`src/rtl/vga_pkg.sv`:
```
// Shared 1280x1024 VGA timing constants and pixel-path types.
// Colour words are packed {r,g,b}, 4 bits each.
package vga_pkg;

  localparam int HPIXELS = 1688;
  localparam int VLINES  = 1066;
  localparam int HPULSE  = 112;
  localparam int VPULSE  = 3;
  localparam int HBP     = 360;
  localparam int HFP     = 1640;
  localparam int VBP     = 35;
  localparam int VFP     = 1059;

  typedef struct packed {
    logic [3:0] r;
    logic [3:0] g;
    logic [3:0] b;
  } rgb_t;

  typedef enum logic {
    DIR_INC = 1'b0,
    DIR_DEC = 1'b1
  } dir_e;

  typedef struct packed {
    logic hs;
    logic vs;
    rgb_t rgb;
    logic act;
    logic box;
    logic tick;
  } s1_t;

  typedef struct packed {
    logic hs;
    logic vs;
    rgb_t rgb;
  } s2_t;

  localparam s1_t S1_RST = '{
    hs: 1'b1, vs: 1'b1, rgb: '0,
    act: 1'b0, box: 1'b0, tick: 1'b0
  };

  localparam s2_t S2_RST = '{
    hs: 1'b1, vs: 1'b1, rgb: '0
  };

endpackage

```
`src/rtl/vga_bounce_overlay_axis.sv`:
```
// One bouncing axis: position walks by STEP per advance and
// reverses at 0 and MAX, clamping to the wall on the hit frame.
module bounce_axis
  import vga_pkg::*;
#(
  parameter int STEP = 4,
  parameter int MAX  = 1216
) (
  input  logic        clk,
  input  logic        rst_n,
  input  logic        adv,
  output logic [11:0] pos
);

  localparam logic [11:0] STP = 12'(STEP);
  localparam logic [11:0] LIM = 12'(MAX);

  logic [11:0] pos_d, pos_q;
  dir_e        dir_d, dir_q;

  always_comb begin
    pos_d = pos_q;
    dir_d = dir_q;
    if (adv) begin
      unique case (dir_q)
        DIR_INC: begin
          if (pos_q + STP >= LIM) begin
            pos_d = LIM;
            dir_d = DIR_DEC;
          end else begin
            pos_d = pos_q + STP;
          end
        end
        DIR_DEC: begin
          if (pos_q <= STP) begin
            pos_d = '0;
            dir_d = DIR_INC;
          end else begin
            pos_d = pos_q - STP;
          end
        end
      endcase
    end
  end

  always_ff @(posedge clk or negedge rst_n) begin
    if (!rst_n) begin
      pos_q <= '0;
      dir_q <= DIR_INC;
    end else begin
      pos_q <= pos_d;
      dir_q <= dir_d;
    end
  end

  assign pos = pos_q;

endmodule

```
`src/rtl/vga_bounce_overlay.sv`:
```
// Two-stage pixel path overlaying a bouncing box on the bar feed;
// every pin output lags its input by two dclk cycles.
module vga_bounce_overlay
  import vga_pkg::*;
#(
  parameter int          ACT_W   = 1280,
  parameter int          ACT_H   = 1024,
  parameter int          BOX_W   = 64,
  parameter int          BOX_H   = 48,
  parameter int          STEP_X  = 4,
  parameter int          STEP_Y  = 3,
  parameter logic [11:0] BOX_RGB = 12'hF80
) (
  input  logic        dclk,
  input  logic        clr_n,
  input  logic [10:0] hc,
  input  logic [10:0] vc,
  input  logic        hsync_in,
  input  logic        vsync_in,
  input  logic [3:0]  red_in,
  input  logic [3:0]  green_in,
  input  logic [3:0]  blue_in,
  input  logic        en,
  output logic        hsync,
  output logic        vsync,
  output logic [3:0]  red,
  output logic [3:0]  green,
  output logic [3:0]  blue,
  output logic        frame_tick
);

  localparam logic [11:0] H0 = 12'(HBP);
  localparam logic [11:0] H1 = 12'(HBP + ACT_W);
  localparam logic [11:0] V0 = 12'(VBP);
  localparam logic [11:0] V1 = 12'(VBP + ACT_H);
  localparam logic [11:0] BW = 12'(BOX_W);
  localparam logic [11:0] BH = 12'(BOX_H);
  localparam logic [10:0] TICK_V = 11'(VBP + ACT_H);

  logic [11:0] x_pos, y_pos;
  logic [11:0] h12, v12, hrel, vrel;
  logic        act, adv;
  s1_t         s1_d, s1_q;
  s2_t         s2_d, s2_q;

  always_comb begin
    h12  = {1'b0, hc};
    v12  = {1'b0, vc};
    hrel = h12 - H0;
    vrel = v12 - V0;
    act  = (h12 >= H0) && (h12 < H1) &&
           (v12 >= V0) && (v12 < V1);
    s1_d.hs   = hsync_in;
    s1_d.vs   = vsync_in;
    s1_d.rgb  = '{r: red_in, g: green_in, b: blue_in};
    s1_d.act  = act;
    s1_d.box  = act &&
                (hrel >= x_pos) && (hrel < x_pos + BW) &&
                (vrel >= y_pos) && (vrel < y_pos + BH);
    s1_d.tick = (hc == 11'd0) && (vc == TICK_V);
  end

  always_comb begin
    s2_d.hs  = s1_q.hs;
    s2_d.vs  = s1_q.vs;
    s2_d.rgb = '0;
    if (s1_q.box && en) begin
      s2_d.rgb = rgb_t'(BOX_RGB);
    end else if (s1_q.act) begin
      s2_d.rgb = s1_q.rgb;
    end
  end

  always_ff @(posedge dclk or negedge clr_n) begin
    if (!clr_n) begin
      s1_q <= S1_RST;
      s2_q <= S2_RST;
    end else begin
      s1_q <= s1_d;
      s2_q <= s2_d;
    end
  end

  // The tick sits on the first blanking line, so moves never tear.
  assign adv = s1_q.tick & en;

  bounce_axis #(
    .STEP (STEP_X),
    .MAX  (ACT_W - BOX_W)
  ) u_axis_x (
    .clk   (dclk),
    .rst_n (clr_n),
    .adv   (adv),
    .pos   (x_pos)
  );

  bounce_axis #(
    .STEP (STEP_Y),
    .MAX  (ACT_H - BOX_H)
  ) u_axis_y (
    .clk   (dclk),
    .rst_n (clr_n),
    .adv   (adv),
    .pos   (y_pos)
  );

  assign hsync      = s2_q.hs;
  assign vsync      = s2_q.vs;
  assign red        = s2_q.rgb.r;
  assign green      = s2_q.rgb.g;
  assign blue       = s2_q.rgb.b;
  assign frame_tick = s1_q.tick;

endmodule

```
`config.mk`:
```
export PLATFORM = sky130hd
export DESIGN_NAME = vga_bounce_overlay
export DESIGN_NICKNAME = d
export VERILOG_FILES = /design/src/rtl/vga_pkg.sv /design/src/rtl/vga_bounce_overlay_axis.sv /design/src/rtl/vga_bounce_overlay.sv
export SDC_FILE = /design/constraint.sdc
export NUM_CORES = 1
export LEC_CHECK = 0
export ABC_CLOCK_PERIOD_IN_PS = 2600
export CORE_ASPECT_RATIO = 1.5
export CORE_MARGIN = 2
export CORE_UTILIZATION = 58
export CTS_BUF_LIST = sky130_fd_sc_hd__clkbuf_4
export CTS_CLUSTER_SIZE = 25
export DETAILED_ROUTE_END_ITERATION = 7
export MAX_ROUTING_LAYER = met4
export PLACE_DENSITY = 0.85
export SYNTH_ARGS = -nofsm -noshare
export SYNTH_HDL_FRONTEND = slang
export SYNTH_SLANG_ARGS = --single-unit
```
`constraint.sdc`:
```
create_clock -name dclk -period 2.6 [get_ports dclk]
set_clock_uncertainty 0.1 [all_clocks]
set_input_delay 0.65 -clock dclk [delete_from_list [all_inputs] [get_ports dclk]]
set_output_delay 0.65 -clock dclk [all_outputs]
set_load 0.03 [all_outputs]
```
==> results of run 1 <==
-- synth_stat cells (all sizes together) (3+ instances only) --
library cell / instances
a21oi: 30
clkbuf: 18
inv: 31
dfrtp: 51
buf: 11
o31ai: 4
nand2b: 4
o2111ai: 4
or4: 3
and4: 3
nor2: 27
a31oi: 9
o22ai: 4
nor4: 9
o21ai: 42
a32oi: 3
o221ai: 6
dfstp: 4
o211ai: 6
nor3: 22
ha: 48
nand4: 8
a21o: 7
and3: 7
xnor2: 23
a211oi: 7
nor2b: 6
o21a: 3
nand3: 17
xor2: 7
nand2: 41
o41ai: 5
-- through the flow --
stage	total power [mW]	utilization, %	cell area (sq um)	setup TNS [ns]
floorplan	1.07	-	4330	-0.163
global placement	1.27	75.1	5430	-0.732
detailed placement	1.29	75.1	5430	-0.908
CTS	1.73	78.0	5630	-0.0174
global route	1.83	78.8	5700	-0.587
finish	1.76	78.8	5700	-0.280
-- layout by cell type, fill, tap and decap left out, types with 5 or more instances in the layout --
| cell | count |
|---|---|
| a211oi_2 | 5 |
| a21o_1 | 7 |
| a21oi_1 | 29 |
| a31oi_1 | 7 |
| and3_1 | 7 |
| buf_4 | 83 |
| clkbuf_4 | 5 |
| clkdlybuf4s50_1 | 37 |
| dfrtp_1 | 51 |
| dlygate4sd2_1 | 7 |
| ha_1 | 45 |
| inv_1 | 30 |
| nand2_1 | 38 |
| nand3_1 | 16 |
| nand4_1 | 8 |
| nor2_1 | 26 |
| nor2b_1 | 5 |
| nor3_1 | 21 |
| nor4_1 | 9 |
| o211ai_1 | 6 |
| o21ai_0 | 35 |
| o21ai_1 | 5 |
| o221ai_1 | 6 |
| xnor2_1 | 20 |
| xor2_1 | 7 |
-- area by class of cell --
type / count / area [sq um] / share of cell area [%]
inverter: 31 / 116 / 2.04
multi-input combinational: 384 / 2850 / 50.0
timing repair buffer: 137 / 1150 / 20.3
sequential: 55 / 1380 / 24.2
tap: 100 / 125 / 2.20
clock inverter: 3 / 33.8 / 0.593
clock buffer: 5 / 37.5 / 0.659
-- power breakdown --
group | internal (mW) | leakage, nW | switching (mW) | total (mW)
registers | 0.883 | 0.654 | 0.00968 | 0.893
logic | 0.222 | 1.85 | 0.210 | 0.432
clock network | 0.119 | 0.0385 | 0.312 | 0.431
-- cell families (layout without fill, tap and decap cells) --
logic type | Yosys count | in the layout
mux | 1 | 1
buf+inv | 60 | 176
flops | 55 | 55
fa+ha+maj | 48 | 48
compound gates | 147 | 147
xor+xnor | 30 | 30
simple gates | 158 | 158
-- how the worst min path moves through the flow --
stage          slack (ns)          endpoint
2_1_floorplan        0.25           blue[0]
3_3_place_gp         0.25             vsync
3_5_place_dp         0.25             hsync
4_1_cts              0.14  u_axis_x.pos[11]
5_1_grt              0.16          green[1]
6_report             0.12          green[1]
-- worst max-delay path, delay by kind of cell --
family | cells | cell delay [ns]
and+or+nand+nor | 3 | 0.58
AOI/OAI and AO/OA | 7 | 1.42
buffers and inverters | 1 | 0.10
adders and majority gates | 1 | 0.33
-- state kept, by name, indices dropped and copies added (netlist names) --
| signal | count |
|---|---|
| s1_q | 16 |
| u_axis_x.dir_q | 1 |
| green | 4 |
| red | 4 |
| hsync | 1 |
| vsync | 1 |
| u_axis_y.pos | 12 |
| u_axis_x.pos | 10 |
| u_axis_y.dir_q | 1 |
| frame_tick | 1 |
| blue | 4 |
-- routing by layer --
layer	share of wire [%]	wire length (um)	track usage, %	vias to the layer above
met4	6.2	839	17.5	0
met2	54	7280	63.1	258
met1	34	4650	35.7	2181
li1	-	-	-	2077
met3	5.4	726	4.67	86
met5	0	0	-	-
-- timing repair --
| action | in CTS | in global routing |
|---|---|---|
| setup buffers | 6 | 1 |
| resized for setup | 50 | 18 |
| pin swaps | 20 | 12 |
| setup endpoints to repair | 1 | 13 |
==> metrics, run 1 <==
outcome=finished with violations; violated checks=negative setup slack; WP data required=2.80 ns; Num CTS Buffers=5; max_slew headroom=58.9%; number of synthesized flops with an enable pin=0; Initial Utilization=59.5%; Post-Synth Adder-Cell Area=14.0%; width of the die=74.3 um; asr flop ratio synth=100%; Max Buffers Root-to-Sink=2; Ports=54; Die ar.=0.00813 sq mm; Total Routing Usage GR=34.7%; dpl ws=-0.865 ns; # port buffers=53; top cells by area, synth=dfrtp_1 (30%), ha_1 (14%), xnor2_1 (4.7%); CTS clk-pin slew, worst paths=0.19 ns; Worst-Skew Late Latency=0.40 ns; Max Clock Freq=347 MHz; Fin. Hold Viols=0; post-synth net total=586; worst min path class=in2async; Layout Cells excl Fill=715; Antenna Cells=0; Worst-Margin Slew=0.617 ns; clock sinks=55; Post-Syn Area=0.00430 sq mm; leading area contributor after synthesis=dfrtp_1; nets=701; largest net degree at the start of global routing=32; num rows=38; share of cells above drive strength 1=22.8%; Root Buffer=clkbuf_4; largest family of logic cells by synthesized area=compound AO/OA/AOI/OAI gates; CP Launch Type=input port; first-pass GRT wire length=21,500 um; Peak VDD IR=0.216 mV; register area share after synthesis=32.1%; CP cell instances=buf_8, a2111oi_4, nor2b_2, o41ai_2, o21ai_2, ha_1, a21o_1, a211o_1, a31oi_2, a211oi_2, nand3_1, nor4bb_2; Final period util=111%; final wirelength=13,500 um; multiplexer share of the synthesized area=0.233%; core box area=0.00723 sq mm; #FFs+latches synth=55; antenna-violating nets left=0; Critical Path Max Stage Delay=0.37 ns; top cell type's share of synthesized area=29.7%; Overflow after GRT=0; Setup-failing EPs final=1; crit path from=vc[1]; Final Slew Violations=0; hold_ws=0.122 ns; initial antenna violation count=0; RSZ-0062 raised after global routing=yes; Synth cell types=65; maximum net fanout on the critical path=3; Syn. warnings=0; post-synthesis compound-gate area fraction=22.6%; power per cell area=308 mW/mm^2; CTS hold repair buffers=0; Tmin final=2.88 ns; LEAKAGE=2.54 nW; # DRC=0; WL/cell=18.9 um; DRT Pass-1 Iters=7; slowest CP cell=a2111oi_4; Vias=4,602; FF-to-FF path depth=9; Worst Path Arrival=3.08 ns; Starting DRT DRC Count=621; CP endpoint=s1_q[1]; Maximum Capacitance Violations=0; die height=109 um; reg-to-reg endpoint=s1_q[1]; detailed placement HPWL=9520 um; CTS tree=built; post-synthesis to final-layout area growth=32.6%; Placer Congestion=1.01; reg2reg setup slack=-0.03 ns; H-Tree Depth=2; Post-Syn Area per Cell=8.61 sq um; critical setup path kind=in2reg; RR Startpoint=u_axis_y.pos[9]; dpl cells=700; CP endpoint kind=flop; Fillers=481; ys flop type=dfrtp_1; Final Worst Setup Slack=-0.280 ns; simple-gate share of the synthesized area=18.8%; Mapped Cells=499; via density per instance=6.44; vias in the first global route=4,691; fraction of synthesized cell area in xor and xnor cells=6.12%
Note: power is estimated with default switching activity, not from simulation.
==> inputs of run 2 (changes only) <==
REMOVE_ABC_BUFFERS = 1   (was default)
==> metrics, run 2 (synthesized netlist as in run 1, its figures left out) <==
outcome=finished with violations; violated checks=negative setup slack; most frequent cells in the layout=buf_4 (77), dfrtp_1 (51), ha_1 (42); final wirelength=13,800 um (+2.6%); H-Tree Depth=2 (unchanged); CTS tree=built; largest net degree at the start of global routing=30 (-6.3%); # port buffers=53 (unchanged); Die ar.=0.00813 sq mm (unchanged); max_slew headroom=60.4% (+1.5 points); antenna-violating nets left=0 (unchanged); RSZ-0062 raised after global routing=yes; # DRC=0 (unchanged); post-synthesis to final-layout area growth=35.8%; CTS clk-pin slew, worst paths=0.18 ns (about the same); setup_tns=-0.253 ns (+0.0272 ns); initial antenna violation count=0 (unchanged); Final period util=110% (-1.0 points); commonest non-fill, non-tap cell in the layout=buf_4; width of the die=74.3 um (unchanged); WL/cell=19.4 um (+2.8%); critical setup path kind=in2reg; met3 routed WL=668 um (-8.0%); Ports=54 (unchanged); Maximum Capacitance Violations=0 (unchanged); Fin. Hold Viols=0 (unchanged); Post-Route M1 WL=4820 um (+3.6%); first-pass GRT wire length=20,800 um (-3.0%); Vias=4,546 (-1.2%); Setup-failing EPs final=1 (unchanged); Antenna Cells=0 (unchanged); Root Buffer=clkbuf_4; LEAKAGE=2.59 nW (+2.0%); clock sinks=55 (unchanged); worst min path class=in2async; register area=0.00138 sq mm (unchanged); Tmin final=2.85 ns (-0.0272 ns); Met2 Wirelength=7470 um (+2.6%); Layout Cells excl Fill=713 (-0.28%); Max Buffers Root-to-Sink=2 (unchanged); maximum net fanout on the critical path=3 (unchanged); Worst-Skew Late Latency=0.41 ns (about the same); Total Routing Usage GR=34.1% (-0.60 points); Starting DRT DRC Count=367 (-41%); CP Launch Type=input port; power per cell area=305 mW/mm^2 (-1.0%); detailed placement HPWL=9490 um (-0.27%); Max Clock Freq=350 MHz (+0.95%); Overflow after GRT=0 (unchanged); num rows=38 (unchanged); DRT Pass-1 Iters=6 (-1); via density per instance=6.38 (-0.94%); Placer Congestion=1.04 (+3.4%); final instance area=0.00583 sq mm (+2.4%); Final Worst Setup Slack=-0.253 ns (+0.0272 ns); top layer in use=met4; die height=109 um (unchanged); nets=699 (-0.29%); Fillers=479 (-0.42%); Area after DPL=0.00538 sq mm (-0.92%); Initial Utilization=59.5% (unchanged); share of cells above drive strength 1=24.1% (+1.4 points); Worst Path Arrival=3.08 ns (about the same); CP endpoint kind=flop; vias in the first global route=4,458 (-5.0%); core box area=0.00723 sq mm (unchanged); Worst-Margin Slew=0.592 ns (-0.0252 ns); Peak VDD IR=0.315 mV (+46%); Num CTS Buffers=5 (unchanged); Top reg by flops=s1_q; WP data required=2.83 ns (+0.03 ns); Final Slew Violations=0 (unchanged); Largest register FFs=16 (unchanged); area taken by multi-input logic gates=0.00296 sq mm (+3.9%); CTS hold repair buffers=0 (unchanged); dpl cells=695 (-0.71%)
[run 2: stage by stage]
step	setup WS, ns	utilization (%)	hold WS (ns)	power [mW]
after floorplan	-0.275	-	0.245	1.06
after global placement	-0.903	74.4	0.246	1.26
after detailed placement	-0.982	74.4	0.248	1.28
after CTS	-0.0997	77.7	0.0195	1.72
after global routing	-0.378	80.7	0.0399	1.84
final	-0.253	80.7	0.0114	1.78
[run 2: path summary, 6_finish.rpt]
check	startpoint	endpoint	slack [ns]	cells past startpoint
worst max register to register	u_axis_x.pos[6]	s1_q[1]	0.03	10
worst max-delay path	vc[6]	s1_q[1]	-0.25	10
min in group dclk	s1_q[15]	vsync	0.27	0
max in group asynchronous	clr_n	hsync	1.74	2
worst min register to register	s1_q[15]	vsync	0.27	0
worst min-delay path	clr_n	s1_q[2]	0.01	1
[run 2: metal layers]
metal / up-vias / global-route usage [%]
li1: 2066 / -
met1: 2167 / 34.1
met5: - / -
met2: 227 / 60.9
met3: 86 / 4.58
met4: 0 / 21.7
[run 2: area by class of cell]
cell class,instances,area share (%)
Inverter,31,2.04
Sequential cell,55,23.7
Multi-Input combinational cell,384,50.7
Timing Repair Buffer,135,20.4
Tap cell,100,2.14
Clock buffer,5,0.643
Clock inverter,3,0.365
[run 2: power breakdown]
group | switching (mW) | internal, mW | total (mW)
clock | 0.312 | 0.110 | 0.423
combinational | 0.227 | 0.237 | 0.464
sequential | 0.0104 | 0.883 | 0.894
[run 2: what timing repair did]
item / 4_1_cts / 5_1_grt
setup endpoints to repair: 1 / 3
gates cloned: 0 / 0
pin swaps: 20 / 13
setup buffers: 4 / 6
resized for setup: 59 / 32
[run 2: worst max-delay path: stages]
cell and delay, ns:
dlygate4sd2_1 0.25, or4_4 0.56, nand2b_4 0.18, xnor2_2 0.17, ha_4 0.32, a211o_1 0.20
a31oi_4 0.06, a211oi_2 0.23, nand3_1 0.14, nor4bb_2 0.31
==> inputs of run 3 (changes only) <==
CAP_MARGIN = 10   (was default)
CTS_CLUSTER_DIAMETER = 100   (was default)
==> results of run 3 <==
Same layout as run 2: the final DEF is identical, and so are final timing and power.
